--- src/rtl/axis_frame_packetizer_if.sv ---
// Stream bundle for the frame packetizer: unframed input beats in,
// framed (tlast/tuser) beats out, plus frame length and timeout pulse.
interface axis_frame_packetizer_if #(
  parameter int DATA_WIDTH = 8,
  parameter int LEN_WIDTH  = 8
);
  logic [DATA_WIDTH-1:0] input_axis_tdata;
  logic                  input_axis_tvalid;
  logic                  input_axis_tready;
  logic [LEN_WIDTH-1:0]  frame_len;
  logic [DATA_WIDTH-1:0] output_axis_tdata;
  logic                  output_axis_tvalid;
  logic                  output_axis_tready;
  logic                  output_axis_tlast;
  logic                  output_axis_tuser;
  logic                  frame_timeout;

  modport slave (
    input  input_axis_tdata, input_axis_tvalid, frame_len, output_axis_tready,
    output input_axis_tready, output_axis_tdata, output_axis_tvalid,
    output_axis_tlast, output_axis_tuser, frame_timeout
  );

  modport master (
    output input_axis_tdata, input_axis_tvalid, frame_len, output_axis_tready,
    input  input_axis_tready, output_axis_tdata, output_axis_tvalid,
    output_axis_tlast, output_axis_tuser, frame_timeout
  );
endinterface

--- src/rtl/axis_frame_packetizer.sv ---
// Frames an unframed beat stream: tlast every frame_len beats, or early
// (with tuser=1) when the source goes idle mid-frame for TIMEOUT cycles.
module axis_frame_packetizer #(
  parameter int DATA_WIDTH = 8,
  parameter int LEN_WIDTH  = 8,
  parameter int TIMEOUT    = 16
) (
  input  logic                 clk,
  input  logic                 rst_n,
  axis_frame_packetizer_if.slave bus
);
  localparam int IW   = (TIMEOUT > 1) ? $clog2(TIMEOUT) : 1;
  localparam int TMAX = (TIMEOUT > 0) ? TIMEOUT - 1 : 0;

  typedef struct packed {
    logic                  valid;
    logic [DATA_WIDTH-1:0] data;
    logic                  last;
    logic                  user;
  } beat_t;

  beat_t                h, o;
  logic [LEN_WIDTH-1:0] beat_cnt, len_reg, len_eff;
  logic [IW-1:0]        idle_cnt;
  logic                 o_free, accept, xfer, new_last, tmo, timeout_q;

  always_comb begin
    o_free   = ~o.valid | bus.output_axis_tready;
    accept   = bus.input_axis_tvalid & (~h.valid | o_free);
    // Length is latched on the first beat of a frame; zero is treated as one.
    len_eff  = (beat_cnt != '0) ? len_reg :
               (bus.frame_len == '0) ? LEN_WIDTH'(1) : bus.frame_len;
    new_last = (beat_cnt == len_eff - LEN_WIDTH'(1));
    // A non-last H must wait for its successor: tlast may still land on it.
    xfer     = h.valid & o_free & (h.last | accept);
    tmo      = (TIMEOUT != 0) && h.valid && !h.last && !accept &&
               (idle_cnt == IW'(TMAX));
  end

  assign bus.input_axis_tready  = ~h.valid | o_free;
  assign bus.output_axis_tdata  = o.data;
  assign bus.output_axis_tvalid = o.valid;
  assign bus.output_axis_tlast  = o.last;
  assign bus.output_axis_tuser  = o.user;
  assign bus.frame_timeout      = timeout_q;

  always_ff @(posedge clk or negedge rst_n) begin
    if (!rst_n) begin
      h         <= '0;
      o         <= '0;
      beat_cnt  <= '0;
      len_reg   <= '0;
      idle_cnt  <= '0;
      timeout_q <= 1'b0;
    end else begin
      timeout_q <= 1'b0;
      if (xfer)
        o <= h;
      else if (o.valid & bus.output_axis_tready)
        o.valid <= 1'b0;

      if (accept) begin
        h        <= '{valid: 1'b1, data: bus.input_axis_tdata, last: new_last, user: 1'b0};
        len_reg  <= len_eff;
        beat_cnt <= new_last ? '0 : beat_cnt + LEN_WIDTH'(1);
        idle_cnt <= '0;
      end else if (xfer) begin
        h <= '0;
      end else if (tmo) begin
        // Close the partial frame on the held beat and mark it bad.
        h.last    <= 1'b1;
        h.user    <= 1'b1;
        beat_cnt  <= '0;
        idle_cnt  <= '0;
        timeout_q <= 1'b1;
      end else if (TIMEOUT != 0 && h.valid && !h.last) begin
        idle_cnt <= idle_cnt + IW'(1);
      end
    end
  end
endmodule
--- src/flat_wrapper.sv ---
// flat-port wrapper written by rule: the top's interface ports become plain ports
module axis_frame_packetizer_flat 
#(
  parameter int DATA_WIDTH = 8,
  parameter int LEN_WIDTH  = 8,
  parameter int TIMEOUT    = 16
)
  (clk, rst_n, bus_input_axis_tdata, bus_input_axis_tvalid, bus_frame_len, bus_output_axis_tready, bus_input_axis_tready, bus_output_axis_tdata, bus_output_axis_tvalid, bus_output_axis_tlast, bus_output_axis_tuser, bus_frame_timeout);
  axis_frame_packetizer_if #(.DATA_WIDTH(DATA_WIDTH), .LEN_WIDTH(LEN_WIDTH)) bus_i ();
  input  logic clk;
  input  logic rst_n;
  input wire logic [$bits(bus_i.input_axis_tdata)-1:0] bus_input_axis_tdata;
  input wire logic [$bits(bus_i.input_axis_tvalid)-1:0] bus_input_axis_tvalid;
  input wire logic [$bits(bus_i.frame_len)-1:0] bus_frame_len;
  input wire logic [$bits(bus_i.output_axis_tready)-1:0] bus_output_axis_tready;
  output wire logic [$bits(bus_i.input_axis_tready)-1:0] bus_input_axis_tready;
  output wire logic [$bits(bus_i.output_axis_tdata)-1:0] bus_output_axis_tdata;
  output wire logic [$bits(bus_i.output_axis_tvalid)-1:0] bus_output_axis_tvalid;
  output wire logic [$bits(bus_i.output_axis_tlast)-1:0] bus_output_axis_tlast;
  output wire logic [$bits(bus_i.output_axis_tuser)-1:0] bus_output_axis_tuser;
  output wire logic [$bits(bus_i.frame_timeout)-1:0] bus_frame_timeout;
  assign bus_i.input_axis_tdata = bus_input_axis_tdata;
  assign bus_i.input_axis_tvalid = bus_input_axis_tvalid;
  assign bus_i.frame_len = bus_frame_len;
  assign bus_i.output_axis_tready = bus_output_axis_tready;
  assign bus_input_axis_tready = bus_i.input_axis_tready;
  assign bus_output_axis_tdata = bus_i.output_axis_tdata;
  assign bus_output_axis_tvalid = bus_i.output_axis_tvalid;
  assign bus_output_axis_tlast = bus_i.output_axis_tlast;
  assign bus_output_axis_tuser = bus_i.output_axis_tuser;
  assign bus_frame_timeout = bus_i.frame_timeout;
  axis_frame_packetizer #(.DATA_WIDTH(DATA_WIDTH), .LEN_WIDTH(LEN_WIDTH), .TIMEOUT(TIMEOUT)) u_core (.clk(clk), .rst_n(rst_n), .bus(bus_i));
endmodule
--- config.mk ---
export PLATFORM = sky130hd
export DESIGN_NAME = axis_frame_packetizer_flat
export DESIGN_NICKNAME = d
export VERILOG_FILES = /design/src/rtl/axis_frame_packetizer_if.sv /design/src/rtl/axis_frame_packetizer.sv /design/src/flat_wrapper.sv
export SDC_FILE = /design/constraint.sdc
export NUM_CORES = 1
export LEC_CHECK = 0
export CORE_ASPECT_RATIO = 0.5
export CORE_UTILIZATION = 40
export DETAILED_ROUTE_END_ITERATION = 8
export HOLD_SLACK_MARGIN = 0.15
export PLACE_DENSITY = 0.71
export SYNTH_ARGS = -nofsm -noshare
export SYNTH_HDL_FRONTEND = slang
export SYNTH_SLANG_ARGS = --single-unit
export TNS_END_PERCENT = 1
--- constraint.sdc ---
create_clock -name clk -period 11.35 [get_ports clk]
set_input_delay 2.27 -clock clk [delete_from_list [all_inputs] [get_ports clk]]
set_output_delay 2.27 -clock clk [all_outputs]
set_load 0.03 [all_outputs]
* Word level (Yosys, flattened, before mapping)
Index checks and enable logic that the tools add are counted.
** Word-level totals
- Flip-flop bits (word level) :: 43
- Output and inout bits :: 13
- Input port bits :: 20
- Logic and storage cells :: 60
** Operators by class
- Reduce and logical (&&, ||, !) cells :: 14
- Bitwise gates (word level) :: 9
- Multiplexer cells :: 19
- Eq/ne operators :: 3
- Add/subtract/negate cells :: 3
** Operators by type and width (count)
- 8-bit 2-to-1 mux :: 6
- 4-bit 2-to-1 mux :: 4
- 11-bit 2-to-1 mux :: 1
- 9-bit 2-to-1 mux :: 1
- 8-bit by 1-bit adder with 8-bit output (second input constant) :: 1
- 8-bit == test :: 1
- 8-bit zero test :: 1
- 8-bit nonzero test :: 1
- 8-bit by 1-bit subtractor with 8-bit output (second input constant) :: 1
- 2-bit nonzero test :: 3
- 3-bit nonzero test :: 2
- 1-bit 2-to-1 mux :: 5
- 4-bit by 1-bit adder with 4-bit output (second input constant) :: 1
- 1-bit AND :: 4
- 4-bit == test (second input constant) :: 1
- 2-bit 2-to-1 mux :: 2
- 2-bit AND reduction :: 2
- 1-bit logical AND :: 3
- 1-bit OR :: 3
- 1-bit zero test :: 2
- 2-bit by 1-bit != test with 1-bit output (second input constant) :: 1
- 1-bit inverter :: 2

* Depth between registers and ports, before layout
- Depth after elaboration :: 10
- Depth in mapped cells :: 14
- Mapped depth without buffers :: 13

* Least setup slack after synthesis
OpenSTA, ideal clock, no wires.
- Path type :: input port to flip-flop
- From :: in bus_frame_len[0]
- To :: reg u_core.beat_cnt[2]
- Required time :: 11214 ps
- Setup slack :: 6313 ps
- Library setup time :: 136 ps
- Arrival :: 4902 ps
- Stages on the path :: 10
- Path buffers :: 1
- Cell sequence :: or4_1 > o22ai_2 > ha_1 > or3b_1 > or4_1 > a311o_1 > nor3_1 > and4_1 > buf_6 > nor3_2
** Between the ends
- Word-level cells in the longest chain between the ends :: 7
** Ends and longest elaborated chain
- start, declared :: RTL line flat_wrapper.sv:14 : input wire logic [$bits(bus_i.frame_len)-1:0] bus_frame_len;
- 8-bit zero test :: RTL line axis_frame_packetizer.sv:32 : (bus.frame_len == '0) ? LEN_WIDTH'(1) : bus.frame_len;
- 8-bit 2-to-1 mux (*) :: RTL line axis_frame_packetizer.sv:32
- 8-bit 2-to-1 mux (*) :: RTL line axis_frame_packetizer.sv:31 : len_eff = (beat_cnt != '0) ? len_reg :
- 8-bit by 1-bit subtractor with 8-bit output (*) :: RTL line axis_frame_packetizer.sv:33 : new_last = (beat_cnt == len_eff - LEN_WIDTH'(1));
- 8-bit == test (*) :: RTL line axis_frame_packetizer.sv:33
- 8-bit 2-to-1 mux (*) :: RTL line axis_frame_packetizer.sv:65 : beat_cnt <= new_last ? '0 : beat_cnt + LEN_WIDTH'(1);
- 8-bit 2-to-1 mux (*) :: RTL line axis_frame_packetizer.sv:62 : if (accept) begin
- end signal, assigned :: RTL line axis_frame_packetizer.sv:65
- end, declared :: RTL line axis_frame_packetizer.sv:23 : logic [LEN_WIDTH-1:0] beat_cnt, len_reg, len_eff;
Every way passes the cells marked *; elsewhere a longest branch is shown, timed or not.
A chain may end at the register's enable or synchronous reset.

* Final worst setup path
- From :: in bus_output_axis_tready
- To :: out bus_input_axis_tready
** Between the ends
- Word-level cells in the longest chain between the ends :: 2
** Ends and longest elaborated chain
- start, declared :: RTL line flat_wrapper.sv:15 : input wire logic [$bits(bus_i.output_axis_tready)-1:0] bus_output_axis_tready;
- 1-bit OR :: RTL line axis_frame_packetizer.sv:28 : o_free = ~o.valid | bus.output_axis_tready;
- 1-bit OR :: RTL line axis_frame_packetizer.sv:40 : assign bus.input_axis_tready = ~h.valid | o_free;
- end, declared :: RTL line flat_wrapper.sv:16 : output wire logic [$bits(bus_i.input_axis_tready)-1:0] bus_input_axis_tready;
No other way between the ends.

==> results by stage <==
Synth:
- The Yosys step of the flow raised 0 warnings.
- The average cell area after synthesis is 10.45 um2.
- The number of synthesized register bits is 43.
- Among all flip-flop cells after synthesis, the most frequent one is sky130_fd_sc_hd__dfrtp_1.
- The instance count of the mapped netlist is approximately 220.
- Yosys attributes the largest share of cell area to sky130_fd_sc_hd__dfrtp_1 (47%), sky130_fd_sc_hd__mux2_2 (6.3%), sky130_fd_sc_hd__a22o_1 (3.8%), sky130_fd_sc_hd__xor2_1 (3.8%), sky130_fd_sc_hd__nand2_1 (3.1%).
- Summing the sequential cell areas from Yosys gives between 40 and 50% of the chip area.
- The synthesized netlist devotes 19.34% of its cell area to simple gates.
- The fraction of post-synthesis cell area in the top cell type by area is approximately 47%.
- The cell area that synthesis handed to floorplanning was around 2300 um2.
- The proportion of synthesized flip-flops having asynchronous set or reset is between 90% and 100%.
- The synthesized netlist devotes 2.167% of its cell area to adder and majority cells.
- The number of nets in the synthesized netlist is 245.
- After synthesis, the largest family of logic cells by area is simple AND/OR/NAND/NOR gates.
- The multiplexer share of the synthesized area is about 8.1%.
- The largest area contributor in the synthesized netlist is sky130_fd_sc_hd__dfrtp_1.
- The xor/xnor cell area share of the yosys netlist is 6.446%.
- The count of flip-flops with a built-in enable after synthesis is 0.
- The post-synthesis compound-gate area fraction is roughly an eighth.
- Counting distinct cell types in the post-synthesis netlist gives 46.

Timing:
- In the final timing run, aggregate negative setup slack is 0 ns.
- The max-slew violation count is 0.
- For the pin with the worst max-slew slack, the measured transition is roughly 1 ns.
- On the final layout, the worst clock skew is roughly 0.0034 ns.
- The normalized max-slew margin is between 30 and 40%.
- The smallest hold slack is between 0.4 and 0.5 ns.
- The number of endpoints with negative hold slack in the final report came to 0.
- In the post-route analysis, the smallest setup slack over all paths is 5.476 ns.
- Setup repair after global routing left no endpoint under its margin.
- For the finished layout, the period the worst path requires is 5.874 ns.
- The final period utilization is slightly above 50%.
- Setup violations remaining at the end of the flow were counted as 0.
- The fmax is approximately 170 MHz.

GRT:
- The first-pass GRT wire length is slightly below 9000 um.
- For this run, the total global-route usage over all layers was measured as a little under a fifth.
- The via count of the first global-routing pass is approximately 1800.
- The global route total overflow is 0.
- Entering global routing, the biggest net connects between 40 and 50 pins.
- The number of antenna violations at the first check in global routing came to 0.

Setup path:
- The category of the worst setup path capture point is a primary output.
- The data required time at the worst endpoint is 9.08 ns.
- The critical path arrival is about 3.6 ns.
- The worst setup path is of the primary input to primary output kind.
- The worst-path maximum fanout is 4.
- The type of origin of the critical path is a primary input.

Floorplanning:
- The die width is about 110 um.
- The initial utilization of the core area, before any placement, comes to 41.88%.
- The number of top-level pins is 33.
- The area of the core is around 5500 um2.
- The floorplan step defined a die boundary enclosing slightly above 6000 um2.
- The die span in y is between 50 and 60 um.
- The number of standard-cell rows in the floorplan is 19.

Power and ir drop:
- The part of the total power dissipated in sequential elements is roughly two fifths.
- The static power due to leakage is 1.227 nW.
- The clock network power share is 30.6%.
- In this run switching power makes up ~33% of total power.
- Per report_power, the combinational group accounts for between 20% and 30% of the total.
- In this run the power density over the cells is roughly 190 nW/um2.
- For this design the total switching power over the nets is 0.0001813 W.
- The internal power summed over all cells is roughly 0.00036 W.
- The worst-case IR drop observed on VDD is 0.00008797 V.

Clocking:
- The clock-pin transition on the worst setup and hold timing paths is about 0.060 ns.
- The clock net in this run drives a total of 43 sinks.
- The H-tree depth is 2.
- The source-to-sink clock delay at the later pin of the worst-skew pair is roughly 0.28 ns.
- No sink is reached through more buffers than the 2 on the longest clock path.
- TritonCTS built the clock tree.
- After clock tree synthesis, the flow added hold-fix buffers numbering 0.
- The root buffer cell chosen for the clock tree is sky130_fd_sc_hd__clkbuf_16.
- Buffers inserted during clock tree synthesis total 5.
- The number of setup buffers added after CTS is 0.
- Once the clock tree was built, the resizer swapped 0 gates to a different size.

Cells and area:
- The final standard cell count with taps included and fillers excluded is roughly 320.
- The register with the most flip-flops in the layout has 11 of them.
- The register name with the most flops is u_core.h.
- The proportion of layout cells with a drive suffix above 1 is between 10% and 20%.
- The number of diodes added for antenna fixing is 0.
- The total of fill cells in the finished design is 497.
- Across the whole layout, storage elements account for around 1100 um2.
- From synthesis to final layout, the design area changed by 21.99%.
- The multi-input combinational cells in the finished layout cover a total of ~1100 um2.
- The net total in the final layout is 272.

Placement:
- The port buffer count is 32.
- The pre-CTS setup slack is between 5 and 6 ns.
- The global placement routability congestion is 0.8651.
- After detailed placement, the design holds a cell count of between 300 and 400.
- The wire-length estimate of the detail-placed layout is between 3000 and 4000 um.

Detailed routing:
- The via count normalized by instance count is between 5 and 6.
- The average detailed-routed wire length per instance is between 15 and 20 um.
- The number of iterations in the first detailed-routing pass is 4.
- Summed over all layers, the routed wires come to 5036 um.
- The post-detailed-route count of antenna-violating nets is 0.
- The detailed router finished its first iteration with 59 violations.
- In the routed design, unresolved DRC markers number 0.
- The routed via count is between 1500 and 2000.

Run status:
- The flow ran to the end, and the final reports show no timing, DRC or antenna violations.

Worst hold path:
- The min-delay analysis places its worst path in the category flop to flop.

Flow run:
- Max-cap violations in this run came to 0.
stage by stage:
| stage | power (W) | util [%] | area [um2] |
|---|---|---|---|
| 2_1_floorplan | 0.0003296 | - | 2310 |
| 3_3_place_gp | 0.0003682 | 47.98 | 2646 |
| 3_5_place_dp | 0.0003753 | 47.98 | 2646 |
| 4_1_cts | 0.0005431 | 51.09 | 2818 |
| 5_1_grt | 0.0005727 | 51.09 | 2818 |
| 6_report | 0.0005424 | 51.09 | 2818 |
cell families after synthesis:
kind of cell | after synthesis
buf+inv | 18
xor+xnor | 17
mux | 17
compound gates | 44
simple gates | 78
fa+ha+maj | 4
flops | 43
power groups by stage:
stage	sequential [W]	clock (W)	combinational (W)
after floorplan	0.000210	0	0.000120
after global placement	0.000213	0	0.000155
after detailed placement	0.000215	0	0.000160
after CTS	0.000213	0.000168	0.000162
after global routing	0.000218	0.000176	0.000179
final	0.000214	0.000166	0.000162
worst paths after layout:
path	startpoint	slack, ns	end	cells after the start
setup / recovery	bus_output_axis_tready	5.48	bus_input_axis_tready	3
hold reg to reg	u_core.h[4]	0.49	u_core.h[4]	1
setup reg to reg	u_core.beat_cnt[2]	7.08	u_core.beat_cnt[4]	10
min in group asynchronous	rst_n	2.12	u_core.beat_cnt[3]	1
max in group asynchronous	rst_n	8.65	u_core.len_reg[4]	1
hold / removal	u_core.h[4]	0.49	u_core.h[4]	1
critical path, stage by stage:
cell and delay [ns]:
sky130_fd_sc_hd__clkdlybuf4s50_1 0.48, sky130_fd_sc_hd__nand3b_1 0.17, sky130_fd_sc_hd__clkdlybuf4s50_1 0.69
layout make-up:
type | count | share of cell area, %
flip-flops and latches | 43 | 38.19
repair buffers | 32 | 11.19
clock inverters | 3 | 1.643
well taps | 73 | 3.242
clock buffers | 5 | 4.441
multi-input cells | 160 | 40.50
inverters | 6 | 0.7993
layer usage:
metal | part of all wire (%) | GRT usage [%] | wire [um]
met1 | 46 | 24.45 | 2327
met2 | 49 | 30.28 | 2444
met3 | 3.8 | 4.098 | 192
met4 | 1.4 | 7.238 | 72
met5 | 0 | 0 | 0
Yosys cell counts, types with 2 or more instances:
cell	n
sky130_fd_sc_hd__dfrtp_1	43
sky130_fd_sc_hd__nand2_1	19
sky130_fd_sc_hd__nor2_1	14
sky130_fd_sc_hd__mux2_2	13
sky130_fd_sc_hd__a22o_1	10
sky130_fd_sc_hd__o21ai_0	10
sky130_fd_sc_hd__xor2_1	10
sky130_fd_sc_hd__a21oi_1	8
sky130_fd_sc_hd__clkbuf_1	7
sky130_fd_sc_hd__xnor2_1	7
sky130_fd_sc_hd__inv_1	6
sky130_fd_sc_hd__nor3_2	5
sky130_fd_sc_hd__ha_1	4
sky130_fd_sc_hd__nand3_1	4
sky130_fd_sc_hd__nor3_1	4
sky130_fd_sc_hd__nor4_1	4
sky130_fd_sc_hd__or3_1	4
sky130_fd_sc_hd__or4_1	4
sky130_fd_sc_hd__a211oi_1	3
sky130_fd_sc_hd__and2_1	3
sky130_fd_sc_hd__buf_6	3
sky130_fd_sc_hd__mux2i_1	3
sky130_fd_sc_hd__nand2b_1	3
sky130_fd_sc_hd__a31oi_1	2
sky130_fd_sc_hd__and4_1	2
sky130_fd_sc_hd__nand3b_1	2
sky130_fd_sc_hd__nand4_1	2
sky130_fd_sc_hd__nor2b_1	2
sky130_fd_sc_hd__nor3b_1	2
sky130_fd_sc_hd__o21a_1	2
layout by cell type, fill, tap and decap left out, types with 3 or more instances in the layout:
cell type	instances
sky130_fd_sc_hd__dfrtp_1	43
sky130_fd_sc_hd__clkdlybuf4s50_1	31
sky130_fd_sc_hd__nand2_1	19
sky130_fd_sc_hd__nor2_1	14
sky130_fd_sc_hd__mux2_2	13
sky130_fd_sc_hd__xor2_1	10
sky130_fd_sc_hd__a22o_1	10
sky130_fd_sc_hd__o21ai_0	9
sky130_fd_sc_hd__a21oi_1	8
sky130_fd_sc_hd__xnor2_1	7
sky130_fd_sc_hd__inv_1	6
sky130_fd_sc_hd__nor3_2	5
sky130_fd_sc_hd__clkbuf_16	5
sky130_fd_sc_hd__or4_1	4
sky130_fd_sc_hd__nor4_1	4
sky130_fd_sc_hd__nand3_1	4
sky130_fd_sc_hd__nor3_1	4
sky130_fd_sc_hd__or3_1	4
sky130_fd_sc_hd__ha_1	4
sky130_fd_sc_hd__nand2b_1	3
sky130_fd_sc_hd__mux2i_1	3
sky130_fd_sc_hd__and2_1	3
sky130_fd_sc_hd__a211oi_1	3
Power figures use the tool's default switching activity.
